--- src/rtl/smart_viol_ctrl_pkg.sv ---
// Shared definitions for the SMART violation controller: FSM states,
// register word offsets and STATUS bit positions.
package smart_viol_ctrl_pkg;

  typedef enum logic [1:0] {
    IDLE   = 2'd0,
    HOLD   = 2'd1,
    GUARD  = 2'd2,
    LOCKED = 2'd3
  } viol_state_e;

  localparam logic [1:0] REG_STATUS    = 2'd0;
  localparam logic [1:0] REG_LAST_ADDR = 2'd1;
  localparam logic [1:0] REG_LAST_PC   = 2'd2;

  localparam int STAT_STICKY  = 8;
  localparam int STAT_LOCKED  = 9;
  localparam int STAT_BUSY    = 10;
  localparam int STAT_CLR_CNT = 15;

endpackage

--- src/rtl/smart_viol_regs.sv ---
// Peripheral-bus front end of the violation controller: address decode,
// combinational read mux and the STATUS clear strobes.
module smart_viol_regs
  import smart_viol_ctrl_pkg::*;
#(
  parameter logic [14:0] BASE_ADDR = 15'h0190
) (
  input  logic [13:0] per_addr,
  input  logic [15:0] per_din,
  input  logic        per_en,
  input  logic [1:0]  per_we,
  input  logic [7:0]  viol_cnt,
  input  logic        sticky,
  input  logic        locked,
  input  logic        busy,
  input  logic [15:0] last_addr,
  input  logic [15:0] last_pc,
  output logic [15:0] per_dout,
  output logic        clr_sticky,
  output logic        clr_cnt
);

  localparam logic [13:0] BASE_WORD = BASE_ADDR[14:1];

  logic [13:0] offset;
  logic        hit;
  logic        rd_en;
  logic        wr_status;
  logic [15:0] status;
  logic        unused_din;

  // Addresses below the base wrap to large offsets and fall out of the window
  assign offset    = per_addr - BASE_WORD;
  assign hit       = per_en && (offset < 14'd3);
  assign rd_en     = hit && (per_we == 2'b00);
  assign wr_status = hit && (per_we != 2'b00) && (offset[1:0] == REG_STATUS);

  always_comb begin
    status               = '0;
    status[7:0]          = viol_cnt;
    status[STAT_STICKY]  = sticky;
    status[STAT_LOCKED]  = locked;
    status[STAT_BUSY]    = busy;
  end

  always_comb begin
    per_dout = '0;
    if (rd_en) begin
      case (offset[1:0])
        REG_STATUS:    per_dout = status;
        REG_LAST_ADDR: per_dout = last_addr;
        REG_LAST_PC:   per_dout = last_pc;
        default:       per_dout = '0;
      endcase
    end
  end

  // The count is frozen once the device has locked
  assign clr_sticky = wr_status && per_din[STAT_STICKY];
  assign clr_cnt    = wr_status && per_din[STAT_CLR_CNT] && !locked;

  assign unused_din = ^{per_din[14:9], per_din[7:0]};

endmodule

--- src/rtl/smart_viol_ctrl.sv ---
// Stretches SMART access violations into a system reset request, logs the
// faulting address/PC, counts violations and locks after a threshold.
module smart_viol_ctrl
  import smart_viol_ctrl_pkg::*;
#(
  parameter int          SIZE_MEM_ADDR  = 15,
  parameter int          RST_CYCLES     = 16,
  parameter int          GUARD_CYCLES   = 4,
  parameter int          LOCK_THRESHOLD = 8,
  parameter logic [14:0] BASE_ADDR      = 15'h0190
) (
  input  logic                   mclk,
  input  logic                   reset,
  input  logic                   viol,
  input  logic [SIZE_MEM_ADDR:0] viol_addr,
  input  logic [15:0]            viol_pc,
  input  logic                   disable_debug,
  input  logic [13:0]            per_addr,
  input  logic [15:0]            per_din,
  input  logic                   per_en,
  input  logic [1:0]             per_we,
  output logic [15:0]            per_dout,
  output logic                   sys_rst_req,
  output logic                   locked
);

  viol_state_e state;
  logic [15:0] timer;
  logic [7:0]  viol_cnt;
  logic [7:0]  next_cnt;
  logic        sticky;
  logic [15:0] last_addr;
  logic [15:0] last_pc;
  logic        clr_sticky;
  logic        clr_cnt;
  logic        accept;
  logic        lock_now;

  assign accept   = viol && !disable_debug && (state == IDLE);
  assign next_cnt = (viol_cnt == 8'hFF) ? viol_cnt : viol_cnt + 8'd1;
  assign lock_now = (LOCK_THRESHOLD != 0) && (int'(next_cnt) >= LOCK_THRESHOLD);

  // Capture assignments come after the clear strobes so a same-cycle
  // violation overrides a W1C and counts from the pre-clear value.
  always_ff @(posedge mclk) begin
    if (reset) begin
      state       <= IDLE;
      timer       <= '0;
      viol_cnt    <= '0;
      sticky      <= 1'b0;
      last_addr   <= '0;
      last_pc     <= '0;
      sys_rst_req <= 1'b0;
      locked      <= 1'b0;
    end else begin
      if (clr_sticky) sticky <= 1'b0;
      if (clr_cnt) viol_cnt <= '0;
      case (state)
        IDLE: begin
          if (accept) begin
            last_addr   <= 16'(viol_addr);
            last_pc     <= viol_pc;
            sticky      <= 1'b1;
            viol_cnt    <= next_cnt;
            sys_rst_req <= 1'b1;
            if (lock_now) begin
              state  <= LOCKED;
              locked <= 1'b1;
            end else begin
              state <= HOLD;
              timer <= 16'(RST_CYCLES - 1);
            end
          end
        end
        HOLD: begin
          if (timer == '0) begin
            state       <= GUARD;
            timer       <= 16'(GUARD_CYCLES - 1);
            sys_rst_req <= 1'b0;
          end else begin
            timer <= timer - 16'd1;
          end
        end
        GUARD: begin
          if (timer == '0) state <= IDLE;
          else timer <= timer - 16'd1;
        end
        LOCKED: begin
          sys_rst_req <= 1'b1;
          locked      <= 1'b1;
        end
        default: state <= IDLE;
      endcase
    end
  end

  smart_viol_regs #(
    .BASE_ADDR (BASE_ADDR)
  ) u_regs (
    .per_addr   (per_addr),
    .per_din    (per_din),
    .per_en     (per_en),
    .per_we     (per_we),
    .viol_cnt   (viol_cnt),
    .sticky     (sticky),
    .locked     (locked),
    .busy       (state != IDLE),
    .last_addr  (last_addr),
    .last_pc    (last_pc),
    .per_dout   (per_dout),
    .clr_sticky (clr_sticky),
    .clr_cnt    (clr_cnt)
  );

endmodule

--- config.mk ---
export PLATFORM = sky130hd
export DESIGN_NAME = smart_viol_ctrl
export DESIGN_NICKNAME = d
export VERILOG_FILES = /design/src/rtl/smart_viol_ctrl_pkg.sv /design/src/rtl/smart_viol_regs.sv /design/src/rtl/smart_viol_ctrl.sv
export SDC_FILE = /design/constraint.sdc
export NUM_CORES = 1
export LEC_CHECK = 0
export CORE_MARGIN = 2
export CORE_UTILIZATION = 30
export DETAILED_ROUTE_END_ITERATION = 12
export DONT_BUFFER_PORTS = 1
export GPL_TIMING_DRIVEN = 0
export PLACE_DENSITY_LB_ADDON = 0.25
export SLEW_MARGIN = 10
export SYNTH_ARGS = -nofsm -noshare
export SYNTH_HDL_FRONTEND = slang
export SYNTH_HIERARCHICAL = 1
export SYNTH_SLANG_ARGS = --single-unit
--- constraint.sdc ---
create_clock -name mclk -period 3 [get_ports mclk]
set_input_delay 0.6 -clock mclk [delete_from_list [all_inputs] [get_ports mclk]]
set_output_delay 0.6 -clock mclk [all_outputs]
set_load 0.1 [all_outputs]
Word level (Yosys, flattened, before mapping)
Index checks and enable logic that the tools add are counted.
{"block": "word_totals", "out_inout_bits": 18, "input_bits": 69, "word_cells": 75, "reg_bits": 61}
{"block": "op_classes", "n_eq_ne": 12, "reduce_logical": 25, "mux": 25, "addsub": 3, "magnitude_cmp": 2}
{"cell": "one-hot mux 16 bit (3 select lines)", "count": 2}
{"cell": "2-to-1 mux 16 bit", "count": 5}
{"cell": "2-to-1 mux 8 bit", "count": 4}
{"cell": "zero test 16 bit", "count": 1}
{"cell": "subtractor 16 x 1 -> 16 bit, second input constant", "count": 1}
{"cell": "less-than comparator 14 x 2 -> 1 bit, second input constant", "count": 1}
{"cell": "subtractor 14 x 8 -> 14 bit, second input constant", "count": 1}
{"cell": "!= test 2 bit, second input constant", "count": 6}
{"cell": "logical AND 1 bit", "count": 9}
{"cell": "adder 8 x 1 -> 8 bit, second input constant", "count": 1}
{"cell": "== test 8 bit, second input constant", "count": 1}
{"cell": "greater-or-equal comparator 8 x 4 -> 1 bit, second input constant", "count": 1}
{"cell": "2-to-1 mux 2 bit", "count": 4}
{"cell": "AND reduction 4 bit", "count": 2}
{"cell": "2-to-1 mux 1 bit", "count": 7}
{"cell": "== test 2 bit, second input constant", "count": 3}
{"cell": "zero test 2 bit", "count": 3}
{"cell": "one-hot mux 2 bit (3 select lines)", "count": 1}
{"cell": "AND reduction 3 bit", "count": 2}
{"cell": "nonzero test 2 bit", "count": 3}
{"cell": "nonzero test 3 bit", "count": 2}
{"cell": "== test 2 x 1 -> 1 bit, second input constant", "count": 2}
{"cell": "one-hot mux 1 bit (3 select lines)", "count": 1}
{"cell": "zero test 1 bit", "count": 2}
{"cell": "2 further kinds", "count": 2}

Logic depth before layout (Yosys ltp)
Gate-level depths: netlist of run 1.
{"block": "depth", "depth_word": 10, "mapped_depth": 9, "ltp_nobuf": 8}

By module
Netlist of run 1, hierarchy kept.
{"mod": "smart_viol_ctrl", "seq_area_each_um2": 1221.2, "cells_per_inst": 375, "area_per_inst_um2": 3046.7, "instances": 1}
{"mod": "smart_viol_regs", "seq_area_each_um2": 0.0, "cells_per_inst": 73, "area_per_inst_um2": 659.4, "instances": 1}

Worst setup path before layout of run 1
No wires, ideal clock.
{"block": "synth_path", "path_type": "input to output", "startpoint": "input port per_addr[3]", "endpoint": "output port per_dout[0]", "required_time_ps": 2400, "stages": 5, "path_slack_ps": -1771, "path_buffers": 0, "t_arrival_ps": 4171, "path_cell_list": "inv_1 ha_1 and4b_1 nand3_2 nor4_1"}
{"block": "synth_via", "elab_chain_cells": 5}
{"element": "from (decl)", "line_no": "smart_viol_ctrl.sv:18", "rtl": "input logic [13:0] per_addr,"}
{"element": "subtractor 14 x 8 -> 14 bit", "line_no": "smart_viol_regs.sv:33", "rtl": "assign offset = per_addr - BASE_WORD;"}
{"element": "less-than comparator 14 x 2 -> 1 bit", "line_no": "smart_viol_regs.sv:34", "rtl": "assign hit = per_en && (offset < 14'd3);"}
{"element": "logical AND 1 bit", "line_no": "smart_viol_regs.sv:34"}
{"element": "logical AND 1 bit", "line_no": "smart_viol_regs.sv:35", "rtl": "assign rd_en = hit && (per_we == 2'b00);"}
{"element": "2-to-1 mux 16 bit", "line_no": "smart_viol_regs.sv:48", "rtl": "if (rd_en) begin"}
{"element": "to (decl)", "line_no": "smart_viol_ctrl.sv:22", "rtl": "output logic [15:0] per_dout,"}
No other way between the ends.

Worst setup path in the final report of run 1
{"block": "layout_path", "startpoint": "input port per_addr[3]", "endpoint": "output port per_dout[2]"}
Same word-level chain as after synthesis.

==> summary.md, run 1 <==
| Metric | Value |
|---|---|
| Fin crit period | `3.01 ns` |
| Global-route wire length before repair | `about 18000 um` |
| Total track usage | `0.172` |
| Slew headroom | `0.102` |
| Num rows | `40` |
| Critical path destination | `per_dout[2]` |
| Predominant post-synthesis flop cell | `dfxtp_1` |
| Chip width | `~120 um` |
| CTS root buf | `clkbuf_16` |
| HP Class | `input pin to flip-flop` |
| Hold path cells | `2` |
| Post-synth EDFFs | `0` |
| Critical Path Source | `per_addr[3]` |
| TNS Setup | `-0.00671 ns` |
| # clock sinks | `61` |
| Cell Pwr Density | `roughly 730 nW/um^2` |
| Area growth from synthesis to layout | `33.8%` |
| CP Class | `input pin to primary output` |
| Iter 0 DRT Violations | `181` |
| Vias/cell | `5.63` |
| Clock Skew | `between 0.009 and 0.01 ns` |
| Largest net degree at the start of global routing | `12` |
| Drt total wl | `roughly 11000 um` |
| Top-area cell type share of the netlist area | `0.330` |
| Status | `complete, but fails checks` |
| Drt wl/cell | `roughly 18 um` |
| Hold_buf cts | `0` |
| Pwr Total | `3.62 mW` |
| Ranking of synthesized cells by area | `dfxtp_1, nand2_1, a21oi_1, mux2i_1, nor4_2` |
| Detail Route Antenna Nets | `0` |
| Most common cell in the netlist | `nand2_1` |
| Setup WS pre-CTS | `-0.237 ns` |
| CP startpoint kind | `input pin` |
| Commonest cells post-synth | `nand2_1, dfxtp_1, a21oi_1` |
| Placed Area | `~4300 um^2` |
| Die ar. | `13300 um^2` |
| Syn_nets | `527` |
| RR Endpoint | `timer[10]` |
| Crit-path max cell delay | `between 1 and 1.5 ns` |
| Clk_lat worst skew | `0.33 ns` |
| Crit. End Element | `primary output` |
| Initial antenna violation count | `0` |
| Leakage | `1.88 nW` |
| Seq cells post-synth | `61` |
| Crit path DAT | `2.41 ns` |
| PnR worst setup slack | `-0.00671 ns` |
| Syn. warnings | `6` |
| Vias in the first global route | `roughly 3400` |
| Maxcap violations | `0` |
| CTS buffer count | `9` |
| Max Fclk | `about 330 MHz` |
| Vias | `3601` |
| Post-synth top area cell | `dfxtp_1` |
| I/O Pins | `87` |
| Flop2flop setup slack | `0.28 ns` |
| N_diodes | `0` |
| Cells along the critical path | `inv_8, ha_4, and4b_1, nand3_4, buf_6, nor4_4` |
| Fin. Hold Viols | `0` |
| CTS tree | `done` |
| Die Span Y | `approximately 120 um` |
| Global placement routability congestion | `0.845` |
| Maximum level of the CTS H-tree | `3` |
| Final period util | `1.00` |
| Final setup viols | `1` |
| CP max stage cell | `nor4_4` |
| DR DRC count | `0` |
| Final Cell Area | `4960 um^2` |
| R2r worst-path depth | `8` |
| Starting Density | `0.309` |
| Clock tree buffer depth | `2` |
| Unrepaired setup endpoints after global routing | `true` |
| Synth async-reset ratio | `0` |
| Clk slew on worst S/H paths | `roughly 0.06 ns` |
| Failing checks | `negative setup slack` |
| Final nets | `approximately 570` |
| Pre-antenna DRT Iters | `5` |
| Share of cells above drive strength 1 | `0.199` |
| I/O Buffers | `0` |
| Sequential share of the synthesized area | `0.330` |
| Worst r2r src | `viol_cnt[0]` |
| Slew Limit Fails | `0` |
| DP HPWL | `between 8000 and 9000 um` |
| Actual slew at the worst max-slew pin | `1.34 ns` |
| Worst ir drop on vdd | `0.478 mV` |
| Worst Path Max Fanout | `4` |
| Core outline area | `approximately 12000 um^2` |
| Overflow after GRT | `0` |
| Mapped Area | `3710 um^2` |
| Worst path required time | `2.40 ns` |
| Cells after synthesis | `448` |
| Mean area per synthesized cell | `8.27 um^2` |
| Netlist cell types | `between 60 and 70` |
## critical path: cells and delay by family
family	cells	cell delay (ns)
AND/OR/NAND/NOR	3	1.41
adder cells (fa/ha/maj)	1	0.24
buffers and inverters	2	0.14
## layer usage
metal,track usage,vias up,share of wire,wire length [um]
met3,0.0448,10,0.048,550
met2,0.300,114,0.50,5700
met5,0,-,0,0
met4,0.0386,0,0.0073,83
met1,0.212,1707,0.44,5080
li1,-,1770,-,-
## worst min-delay path by stage
stage | start | end | slack (ns)
2_1_floorplan | last_pc[0] | last_pc[0] | 0.44
3_3_place_gp | last_pc[3] | last_pc[3] | 0.44
3_5_place_dp | last_pc[7] | last_pc[7] | 0.45
4_1_cts | viol_pc[6] | last_pc[6] | 0.39
5_1_grt | viol_pc[6] | last_pc[6] | 0.40
6_report | viol_pc[6] | last_pc[6] | 0.40
## metrics by stage
stage	std cells	hold slack, ns	util
after floorplan	448	0.436	-
after global placement	595	0.442	0.343
after detailed placement	603	0.447	0.362
after CTS	630	0.391	0.397
after global routing	640	0.395	0.413
final	640	0.402	0.413
## registers in the layout (all words and copies together), names as in the netlist
signal	cells
viol_cnt	8
last_addr	16
locked	1
timer	16
sys_rst_req	1
sticky	1
last_pc	16
state	2
## report_power, final
part	leakage, nW	internal, mW	switching, mW
Sequential	0.496	0.918	0.139
Clock	0.152	0.751	0.377
Combinational	1.23	0.529	0.903
Total	1.88	2.20	1.42
## cell usage in the layout, fill, tap and decap left out, drive strengths merged, types with 4 or more instances in the layout
cell type / n
or3: 5
nor2: 20
a2bb2oi: 11
dfxtp: 61
inv: 13
mux2i: 14
or4: 7
a22oi: 7
nand3: 12
buf: 36
nor4: 24
a21oi: 43
o21ai: 7
a2111oi: 13
o41ai: 4
clkbuf: 38
o32ai: 12
ha: 10
nor3: 6
nand4: 7
nand2: 93
## cell type report
class,instances,area [um^2]
Tap cell,147,184
Fill cell,1193,7050
Inverter,14,65.1
Clock buffer,11,243
Buffer,34,209
Timing Repair Buffer,29,487
Multi-Input combinational cell,339,2470
Clock inverter,5,83.8
Sequential cell,61,1220
## cells by family after synthesis
| kind of cell | synth area share |
|---|---|
| buffers and inverters | 0.0631 |
| AO/OA/AOI/OAI | 0.240 |
| adder cells (fa/ha/maj) | 0.0338 |
| flip-flops | 0.330 |
| multiplexers | 0.0378 |
| XOR/XNOR | 0.00473 |
| AND/OR/NAND/NOR | 0.291 |
## what timing repair did
| action | in CTS | in global routing |
|---|---|---|
| pin swaps | 9 | 4 |
| endpoints found under the hold margin | 0 | 0 |
| resized for setup | 4 | 3 |
| buffers inserted | 11 | 4 |
| endpoints found under the setup margin | 8 | 3 |
Note: power is estimated with default switching activity, not from simulation.
==> run 2, diff against run 1 <==
SLEW_MARGIN = 20   (was 10)
==> summary.md, run 2 (synthesis results as in run 1) <==
| Metric | Value |
|---|---|
| Status | `finished clean` |
| Crit path DAT | `2.26 ns` |
| Chip width | `roughly 120 um` |
| Overflow after GRT | `0` |
| Worst ir drop on vdd | `0.462 mV` |
| Vias | `3520` |
| DP HPWL | `~8300 um` |
| Vias in the first global route | `3395` |
| Slew Limit Fails | `0` |
| Post-Layout Cell Count | `627` |
| Register cell area after layout | `roughly 1200 um^2` |
| Drt total wl | `around 11000 um` |
| Hold_buf cts | `0` |
| Largest net degree at the start of global routing | `12` |
| Worst path required time | `2.40 ns` |
| Commonest non-fill, non-tap cells in the layout | `nand2_1, dfxtp_1, a21oi_1` |
| Dpl cells | `611` |
| Maximum level of the CTS H-tree | `3` |
| Crit. End Element | `primary output` |
| Detail Route Antenna Nets | `0` |
| Die ar. | `between 10000 and 15000 um^2` |
| CP startpoint kind | `flip-flop` |
| Final setup viols | `0` |
| Drt wl/cell | `17.5 um` |
| Fin. Hold Viols | `0` |
| Commonest non-fill, non-tap cell in the layout | `nand2_1` |
| Clk_lat worst skew | `0.33 ns` |
| Clock Skew | `0.00684 ns` |
| Largest regs | `last_addr (16), last_pc (16), timer (16)` |
| Unrepaired setup endpoints after global routing | `false` |
| Maxcap violations | `0` |
| Pre-antenna DRT Iters | `5` |
| Iter 0 DRT Violations | `200` |
| Core outline area | `approximately 12000 um^2` |
| Worst Path Max Fanout | `4` |
| Cell Pwr Density | `~750 nW/um^2` |
| Total track usage | `0.167` |
| Clock tree buffer depth | `2` |
| Num rows | `40` |
| I/O Pins | `87` |
| Leakage | `1.80 nW` |
| CTS buffer count | `9` |
| HP Class | `input pin to flip-flop` |
| Initial antenna violation count | `0` |
| Global placement routability congestion | `0.845` |
| Hold WS | `0.403 ns` |
| Area growth from synthesis to layout | `29.3%` |
| Final period util | `0.954` |
| I/O Buffers | `0` |
| Multi-input logic area | `roughly 2500 um^2` |
| Fillers | `1194` |
| Post-CTS Resized | `0` |
| DR DRC count | `0` |
| N_diodes | `0` |
| Die Span Y | `115 um` |
| Actual slew at the worst max-slew pin | `1.16 ns` |
| Clk slew on worst S/H paths | `0.06 ns` |
| Slew headroom | `0.227` |
| Fin crit period | `about 2.9 ns` |
| Max Fclk | `roughly 350 MHz` |
| CTS root buf | `clkbuf_16` |
| Final nets | `554` |
| Share of cells above drive strength 1 | `0.175` |
| CP Class | `flip-flop to primary output` |
| Global-route wire length before repair | `17500 um` |
| # clock sinks | `61` |
| Post-CTS setup buffer count | `0` |
| Starting Density | `0.309` |
| Vias/cell | `5.61` |
| CTS tree | `done` |
| TNS Setup | `0 ns` |
==> run 2: cell types whose count changed in the layout (fill, tap and decap cells not counted), moves of 3 or more <==
cell       previous run  this run
clkbuf_16            15         9
buf_8                 1         9
buf_4                14         2
buf_6                 5         2
==> run 2: worst max-delay path: stages (launching register included) <==
cell	delay, ns
dfxtp_1	1.08
mux2i_1	0.18
a2bb2oi_1	0.21
nor4_4	0.25
buf_16	0.21
==> run 2: layout make-up <==
class / count / area share
multi-input cells: 339 / 0.512
clock inverters: 5 / 0.0175
well taps: 147 / 0.0384
clock buffers: 11 / 0.0507
inverters: 14 / 0.0136
plain buffers: 34 / 0.0415
flip-flops and latches: 61 / 0.255
repair buffers: 16 / 0.0710
==> run 2: per-layer routing <==
layer | wire (um) | track usage
met5 | 0 | 0
met4 | 93 | 0.0410
met3 | 594 | 0.0406
met2 | 5430 | 0.291
met1 | 4870 | 0.208
==> run 2: worst paths after layout <==
| check | endpoint | startpoint | slack [ns] | depth (start not counted) |
|---|---|---|---|---|
| hold reg to reg | last_pc[8] | last_pc[8] | 0.45 | 2 |
| setup / recovery | per_dout[9] | locked | 0.14 | 4 |
| setup reg to reg | timer[11] | viol_cnt[0] | 0.25 | 8 |
| hold / removal | last_addr[11] | viol_addr[11] | 0.40 | 2 |
==> run 2: where the power goes <==
| part | switching, mW | internal [mW] | total (mW) |
|---|---|---|---|
| clock network | 0.378 | 0.751 | 1.13 |
| logic | 0.901 | 0.519 | 1.42 |
| registers | 0.139 | 0.918 | 1.06 |
==> run 2: per-stage QoR <==
step                      setup WS [ns]  cell area, um^2  total power [mW]  utilization
after CTS                         0.113             4790              3.62        0.399
after floorplan                  -0.140             3940              2.15            -
final                             0.137             4790              3.61        0.399
after global routing             0.0198             4790              3.82        0.399
after detailed placement          0.278             4460              2.48        0.372
after global placement           -0.247             4120              2.46        0.343
